===== src/rtl/servio_ram_dma.sv =====
// Byte mover between the dual-port servio RAM and a pair of valid/ready streams.
// Reads go RAM to m_*; writes go s_* to RAM; one command at a time.
module servio_ram_dma #(
    parameter  int DATA_DEPTH = 1024,
    parameter  int DATA_WIDTH = 8,
    localparam int AW         = $clog2(DATA_DEPTH)
) (
    input  logic                  clk,
    input  logic                  reset,
    input  logic                  cmd_valid,
    output logic                  cmd_ready,
    input  logic                  cmd_dir,
    input  logic [AW-1:0]         cmd_addr,
    input  logic [AW:0]           cmd_len,
    output logic                  m_valid,
    input  logic                  m_ready,
    output logic [DATA_WIDTH-1:0] m_data,
    output logic                  m_last,
    input  logic                  s_valid,
    output logic                  s_ready,
    input  logic [DATA_WIDTH-1:0] s_data,
    output logic                  busy,
    output logic                  done,
    output logic [AW-1:0]         wb_m0_adr,
    output logic                  wb_m0_cyc,
    input  logic [DATA_WIDTH-1:0] wb_m0_rdt,
    input  logic                  wb_m0_ack,
    output logic [AW-1:0]         wb_m1_adr,
    output logic                  wb_m1_cyc,
    output logic                  wb_m1_we,
    output logic [DATA_WIDTH-1:0] wb_m1_dat
);

    typedef enum logic [2:0] {
        S_IDLE,
        S_RD_REQ,
        S_RD_WAIT,
        S_RD_HOLD,
        S_WR,
        S_DONE
    } state_t;

    localparam logic [AW:0]   REM_ONE = (AW+1)'(1);
    localparam logic [AW-1:0] PTR_MAX = AW'(DATA_DEPTH - 1);

    state_t                  r_state;
    state_t                  w_next;
    logic [AW-1:0]           r_ptr;
    logic [AW:0]             r_rem;
    logic [DATA_WIDTH-1:0]   r_m_data;
    logic                    r_m_last;
    logic [AW-1:0]           r_m1_adr;
    logic [DATA_WIDTH-1:0]   r_m1_dat;
    logic                    r_m1_cyc;
    logic [AW-1:0]           w_ptr_inc;
    logic                    w_rem_one;

    // Explicit compare keeps the wrap correct for non-power-of-2 depths
    assign w_ptr_inc = (r_ptr == PTR_MAX) ? '0 : r_ptr + AW'(1);
    assign w_rem_one = (r_rem == REM_ONE);

    always_ff @(posedge clk or posedge reset) begin
        if (reset) begin
            r_state <= S_IDLE;
        end else begin
            r_state <= w_next;
        end
    end

    always_comb begin
        w_next = r_state;
        case (r_state)
            S_IDLE: begin
                if (cmd_valid) begin
                    if (cmd_len == '0)
                        w_next = S_DONE;
                    else if (cmd_dir)
                        w_next = S_WR;
                    else
                        w_next = S_RD_REQ;
                end
            end
            S_RD_REQ:  w_next = S_RD_WAIT;
            S_RD_WAIT: if (wb_m0_ack) w_next = S_RD_HOLD;
            S_RD_HOLD: begin
                if (m_ready)
                    w_next = w_rem_one ? S_DONE : S_RD_REQ;
            end
            S_WR:      if (s_valid && w_rem_one) w_next = S_DONE;
            S_DONE:    w_next = S_IDLE;
            default:   w_next = S_IDLE;
        endcase
    end

    always_comb begin
        cmd_ready = (r_state == S_IDLE);
        busy      = (r_state != S_IDLE);
        done      = (r_state == S_DONE);
        s_ready   = (r_state == S_WR);
        m_valid   = (r_state == S_RD_HOLD);
        m_last    = (r_state == S_RD_HOLD) && r_m_last;
        wb_m0_cyc = (r_state == S_RD_REQ);
        wb_m0_adr = r_ptr;
        m_data    = r_m_data;
        wb_m1_adr = r_m1_adr;
        wb_m1_dat = r_m1_dat;
        wb_m1_cyc = r_m1_cyc;
        wb_m1_we  = r_m1_cyc;
    end

    always_ff @(posedge clk or posedge reset) begin
        if (reset) begin
            r_ptr    <= '0;
            r_rem    <= '0;
            r_m_data <= '0;
            r_m_last <= 1'b0;
            r_m1_adr <= '0;
            r_m1_dat <= '0;
            r_m1_cyc <= 1'b0;
        end else begin
            // Strobe lasts exactly the cycle after each inbound handshake
            r_m1_cyc <= (r_state == S_WR) && s_valid;
            case (r_state)
                S_IDLE: begin
                    if (cmd_valid) begin
                        r_ptr <= cmd_addr;
                        r_rem <= cmd_len;
                    end
                end
                S_RD_WAIT: begin
                    if (wb_m0_ack) begin
                        r_m_data <= wb_m0_rdt;
                        r_m_last <= w_rem_one;
                    end
                end
                S_RD_HOLD: begin
                    if (m_ready) begin
                        r_ptr <= w_ptr_inc;
                        r_rem <= r_rem - REM_ONE;
                    end
                end
                S_WR: begin
                    if (s_valid) begin
                        r_m1_adr <= r_ptr;
                        r_m1_dat <= s_data;
                        r_ptr    <= w_ptr_inc;
                        r_rem    <= r_rem - REM_ONE;
                    end
                end
                default: ;
            endcase
        end
    end

endmodule

===== config.mk =====
export PLATFORM = sky130hd
export DESIGN_NAME = servio_ram_dma
export DESIGN_NICKNAME = d
export VERILOG_FILES = /design/src/rtl/servio_ram_dma.sv
export SDC_FILE = /design/constraint.sdc
export NUM_CORES = 1
export LEC_CHECK = 0
export BUFFER_PORTS_ARGS = -buffer_cell sky130_fd_sc_hd__buf_2
export CORE_MARGIN = 1.5
export CORE_UTILIZATION = 45
export CTS_CLUSTER_SIZE = 24
export DETAILED_ROUTE_END_ITERATION = 6
export PLACE_DENSITY = 0.75
export SYNTH_ARGS = -nofsm -noshare
export SYNTH_HDL_FRONTEND = slang
export SYNTH_SLANG_ARGS = --single-unit

===== constraint.sdc =====
create_clock -name clk -period 2 [get_ports clk]
set_clock_uncertainty 0.15 [all_clocks]
set_input_delay 0.3 -clock clk [delete_from_list [all_inputs] [get_ports clk]]
set_output_delay 0.3 -clock clk [all_outputs]
set_load 0.05 [all_outputs]

---- After elaboration in Yosys (flattened, before gate mapping) ----
Cells that the tools add are included.
W data, S select, Z words.
operators by class
  equality and inequality tests ........... 12
  add/sub/neg operators ................... 2
  mux-type cells .......................... 17
  reduce and logical (&&, ||, !) cells .... 11
operators by type and width
  cell                     count
  $mux W10                 4
  $mux W11                 3
  $pmux W11 S3             1
  $pmux W10 S3             1
  $mux W3                  7
  $pmux W3 S5              1
  $eq A11 B1 Y1 const B    1
  $logic_not A11 Y1        1
  $sub A11 B1 Y11 const B  1
  $add A10 B1 Y10 const B  1
  $eq A10 B10 Y1 const B   1
  $reduce_and A4 Y1        2
  $eq A3 B2 Y1 const B     2
  $eq A3 B3 Y1 const B     2
  $ne A2 B2 Y1 const B     3
  $reduce_bool A3 Y1       2
  $ne A2 B1 Y1 const B     2
  $reduce_and A2 Y1        2
  $eq A3 B1 Y1 const B     1
  $logic_and A1 B1 Y1      3
  $logic_not A3 Y1         1
word-level totals
  input bits .............................. 44
  word-level logic and storage cells ...... 50
  flip-flop bits (word level) ............. 52

---- Longest topological paths before layout ----
  depth after elaboration ................. 4
  mapped depth ............................ 8
  gate-level depth less buffers ........... 6

---- Least setup slack after synthesis ----
No wires, ideal clock.
  kind .................................... flip-flop to flip-flop
  start point ............................. reg r_state[1]
  end point ............................... reg r_rem[3]
  stages on the path, launching flop included .. 8
  data arrival time ....................... 2092 ps
  setup time .............................. 82 ps
  clock period less this slack ............ 2324 ps
  setup slack ............................. -324 ps
  buffers on the path ..................... 3
  data required time ...................... 1768 ps
  path through ............................ dfrtp_1 > buf_6 > nor3_2 > a221o_1 > buf_4 > buf_6 > o21ai_1 > a22oi_2
on the way
  cells in the longest elaborated chain, start to end .. 3
ends and longest elaborated chain
  item                                                          line  source
  from (decl)                                                   46    state_t r_state;
  from (signal assigned)                                        66    r_state <= w_next;
  $logic_not A3 Y1 *                                            -
  net cmd_ready                                                 11    output logic cmd_ready,
  $ne A2 B2 Y1 (no line) or $reduce_bool A3 Y1 (tied branches)  -
  $reduce_and A4 Y1 (no line)                                   -
  to (signal assigned)                                          127   r_rem <= cmd_len;
  to (signal assigned)                                          139   r_rem <= r_rem - REM_ONE;
  to (signal assigned)                                          147   r_rem <= r_rem - REM_ONE;
  to (decl)                                                     49    logic [AW:0] r_rem;
The timed path passes the listed nets; every way through them passes the cells marked *.
A chain may end at the register's enable or synchronous reset.

---- Worst setup path after layout ----
  start point ............................. reg r_state[1]
  end point ............................... out m_last
on the way
  cells in the longest elaborated chain, start to end .. 2
ends and longest elaborated chain
  item                 line  source
  $eq A3 B2 Y1         101   m_last = (r_state == S_RD_HOLD) && r_m_last;
  $logic_and A1 B1 Y1  101
  to (decl)            18    output logic m_last,
No other way between the ends.

==> results.cfg <==
[run_status]
status = finished, final reports clean

[logic_synthesis]
syn_area_um2 = 2785
synthSimpleGateAreaFrac_pct = 14.78
synth_fa_ha_area_share_pct = 1.348
async_flop_share_pct = 100.0
synthFlopType = dfrtp_1
yosys_register_bits = 52
synth_xor_area_share_pct = 0
synth_compound_area_share_pct = 18.51
syn_inst = 255
avgSynthCellArea_um2 = 10.92
synthMuxAreaShare_pct = 11.50
ys.warnings.count = 0
synth_top_family_by_area = compound AO/OA/AOI/OAI gates
synth_nets = 302
synth-edff-count = 0
seq_area_frac_synth_pct = 46.72
synth.distinct_cells = 54

[routing]
remaining_drc_errors = 0
drtIter0Drc = 109
met2_wirelength_um = 3245
avgViaCountPerCell = 5.424
first_pass_iters = 4
ant_nets = 0
drt_wl_total_um = 6682
wl_met3_um = 413
dr_total_vias = 2419
avgRoutedWirePerCell_um = 14.98
top_layer_used = met4
met1_length_um = 2908

[setup_path]
path_max_fanout = 9
critPathMaxStageDelay_ns = 0.43
path_class = flip-flop to output port
start_kind = flip-flop
slowest_stage = dfrtp_1
crit_arrival_ns = 1.52
crit_buf_inv = 2
cp_top_family = simple AND/OR/NAND/NOR gates
worstPathCellList = and3b_2 > buf_4 > and2_2 > buf_6
cp.required_ns = 1.55
crit_path_end_kind = output port

[layout]
nNetsFinal = 417
fin_util_pct = 61.16
syn_to_final_growth_pct = 30.77
antenna_cells = 0
drive_above_1_share_pct = 47.71

[die]
die_w_um = 81.67
start_util_pct = 46.76
io_pins = 89
fp-row-count = 28
die_y_um = 81.67
die_area_um2 = 6670
core_um2 = 5956

[clock_network]
clk_pin_slew_ns = 0.10
cts_buffer_depth = 2
clk_latency_ns = 0.31
cts_buffers = 5
cts_tree = done
htree_levels = 2
clock-sinks = 52
root_buffer = clkbuf_8

[placed_design]
place_congestion = 0.8831
hpwlAfterDp_um = 4993
portBuffers = 88

[sta]
max_slew.worst_pin.slew_ns = 0.5076
slew_violations = 0
final-setup-viol-count = 0
grt_setup_unrepaired = yes
hold-worst-slack_ns = 0.06143
min_period_over_period_pct = 98.53
fmax_mhz = 507.5
hold_violations = 0
slew_headroom_pct = 66.16
fin_crit_ns = 1.971

[flow_run]
drv_cap = 0

[grt]
grt_pass1_wl_um = 10740
grt_overflow_total = 0
antenna_found_initial = 0
grt_pass1_vias = 2340
grt_max_degree = 29
track_usage_pct = 21.19

[power]
switchingPower_uw = 3439
p_per_area_nw_per_um2 = 1858
netSwitchingFraction_pct = 50.83
combPwrFrac_pct = 63.7
p_leak_uw = 0.001741
pwr-share-seq_pct = 27.3
irDropWorstVdd_mv = 1.110
internal_power_uw = 3327
clock_power_share_pct = 9.0

[min_path]
min_path_type = primary input to flip-flop
final cells by class:
class                      count  area [um^2]
tap                           75        93.84
clock inverter                 3        22.52
inverter                      16        62.56
clock buffer                   5        68.82
timing repair buffer         124        772.0
sequential                    52         1304
fill                         511         2313
multi-input combinational    171         1319
worst register-to-register path: cells and delay by family, from the launching register on:
family / cells / cell delay, ns
AOI/OAI and AO/OA: 2 / 0.42
DFF: 1 / 0.43
buffers and inverters: 2 / 0.34
and+or+nand+nor: 2 / 0.50
logic make-up (layout without fill, tap and decap cells):
family / Yosys count / after routing
simple gates: 72 / 72
compound gates: 67 / 67
flops: 52 / 52
buf+inv: 32 / 148
mux: 29 / 29
fa+ha+maj: 3 / 3
metal layers:
metal  GRT usage (%)  up-vias
li1                -     1180
met1           26.59     1147
met2           35.87       81
met3           5.556       11
met4           6.441        0
met5               0        -
power by group through the flow:
stage | registers [uW] | clock network, uW | logic [uW]
2_1_floorplan | 3100 | 0 | 1890
5_1_grt | 1920 | 670 | 4600
3_3_place_gp | 1840 | 0 | 4150
3_5_place_dp | 1860 | 0 | 4230
6_report | 1850 | 607 | 4310
4_1_cts | 1840 | 622 | 4270
what timing repair did:
item / CTS / global route
hold endpoints to repair: 14 / 0
setup buffers: 3 / 3
pin swaps: 1 / 3
hold buffers: 1 / 0
gates resized for setup: 3 / 3
setup endpoints to repair: 4 / 10
metrics by stage:
stage	cells	total power, uW	cell area, um^2	setup slack, ns	TNS, ns
2_1_floorplan	255	4991	2809	-0.07366	-0.3438
3_3_place_gp	431	5991	3476	0.1019	0
3_5_place_dp	431	6089	3476	0.06325	0
4_1_cts	443	6732	3606	-0.004481	-0.004481
5_1_grt	446	7185	3642	-0.002701	-0.002701
6_report	446	6767	3642	0.02947	0
cells in the mapped netlist, types with 7 or more instances:
cell | instances | share of area (%)
nand2_1 | 14 | 1.9
o22ai_1 | 7 | 1.6
mux2_2 | 24 | 9.7
nor3_1 | 11 | 2.0
inv_1 | 15 | 2.0
a21oi_1 | 8 | 1.4
dfrtp_1 | 52 | 47
nor2_1 | 13 | 1.8
o21ai_0 | 11 | 2.0
buf_6 | 8 | 3.2
sequential cells by signal (all words and copies together) (netlist names):
| signal | cells |
|---|---|
| r_rem | 11 |
| m_data | 8 |
| r_m_last | 1 |
| wb_m1_cyc | 1 |
| wb_m0_adr | 10 |
| wb_m1_dat | 8 |
| wb_m1_adr | 10 |
| r_state | 3 |
final timing paths:
kind	start	end	slack [ns]	depth (start not counted)
worst min-delay path	wb_m0_rdt[4]	m_data[4]	0.06	2
max in group asynchronous	reset	wb_m0_adr[6]	0.84	4
worst max register to register	r_state[1]	r_rem[6]	0.06	6
worst min register to register	wb_m1_adr[6]	wb_m1_adr[6]	0.34	2
worst max-delay path	r_state[1]	m_last	0.03	4
min in group asynchronous	reset	wb_m1_dat[7]	0.33	3
layout by cell type, fill, tap and decap left out, types with 2 or more instances in the layout:
cell type	n
a21oi_1	8
o2bb2a_1	3
nor3b_1	3
o21ai_0	11
a22oi_2	2
buf_12	4
o21ai_1	2
o311a_1	2
a2bb2oi_1	4
a21oi_2	2
ha_1	3
mux2i_1	5
buf_4	32
clkbuf_8	5
nor2_1	12
o22a_1	5
a41oi_1	2
a31oi_1	4
nand2_1	14
nand3_1	4
o22ai_1	7
o2bb2ai_1	3
mux2_2	24
buf_2	86
dfrtp_2	2
and3_1	4
nor4_1	3
o21a_1	2
inv_1	14
nand4_1	5
dfrtp_1	50
nor3_1	11
No activity file was read; power rests on OpenSTA's default activity.
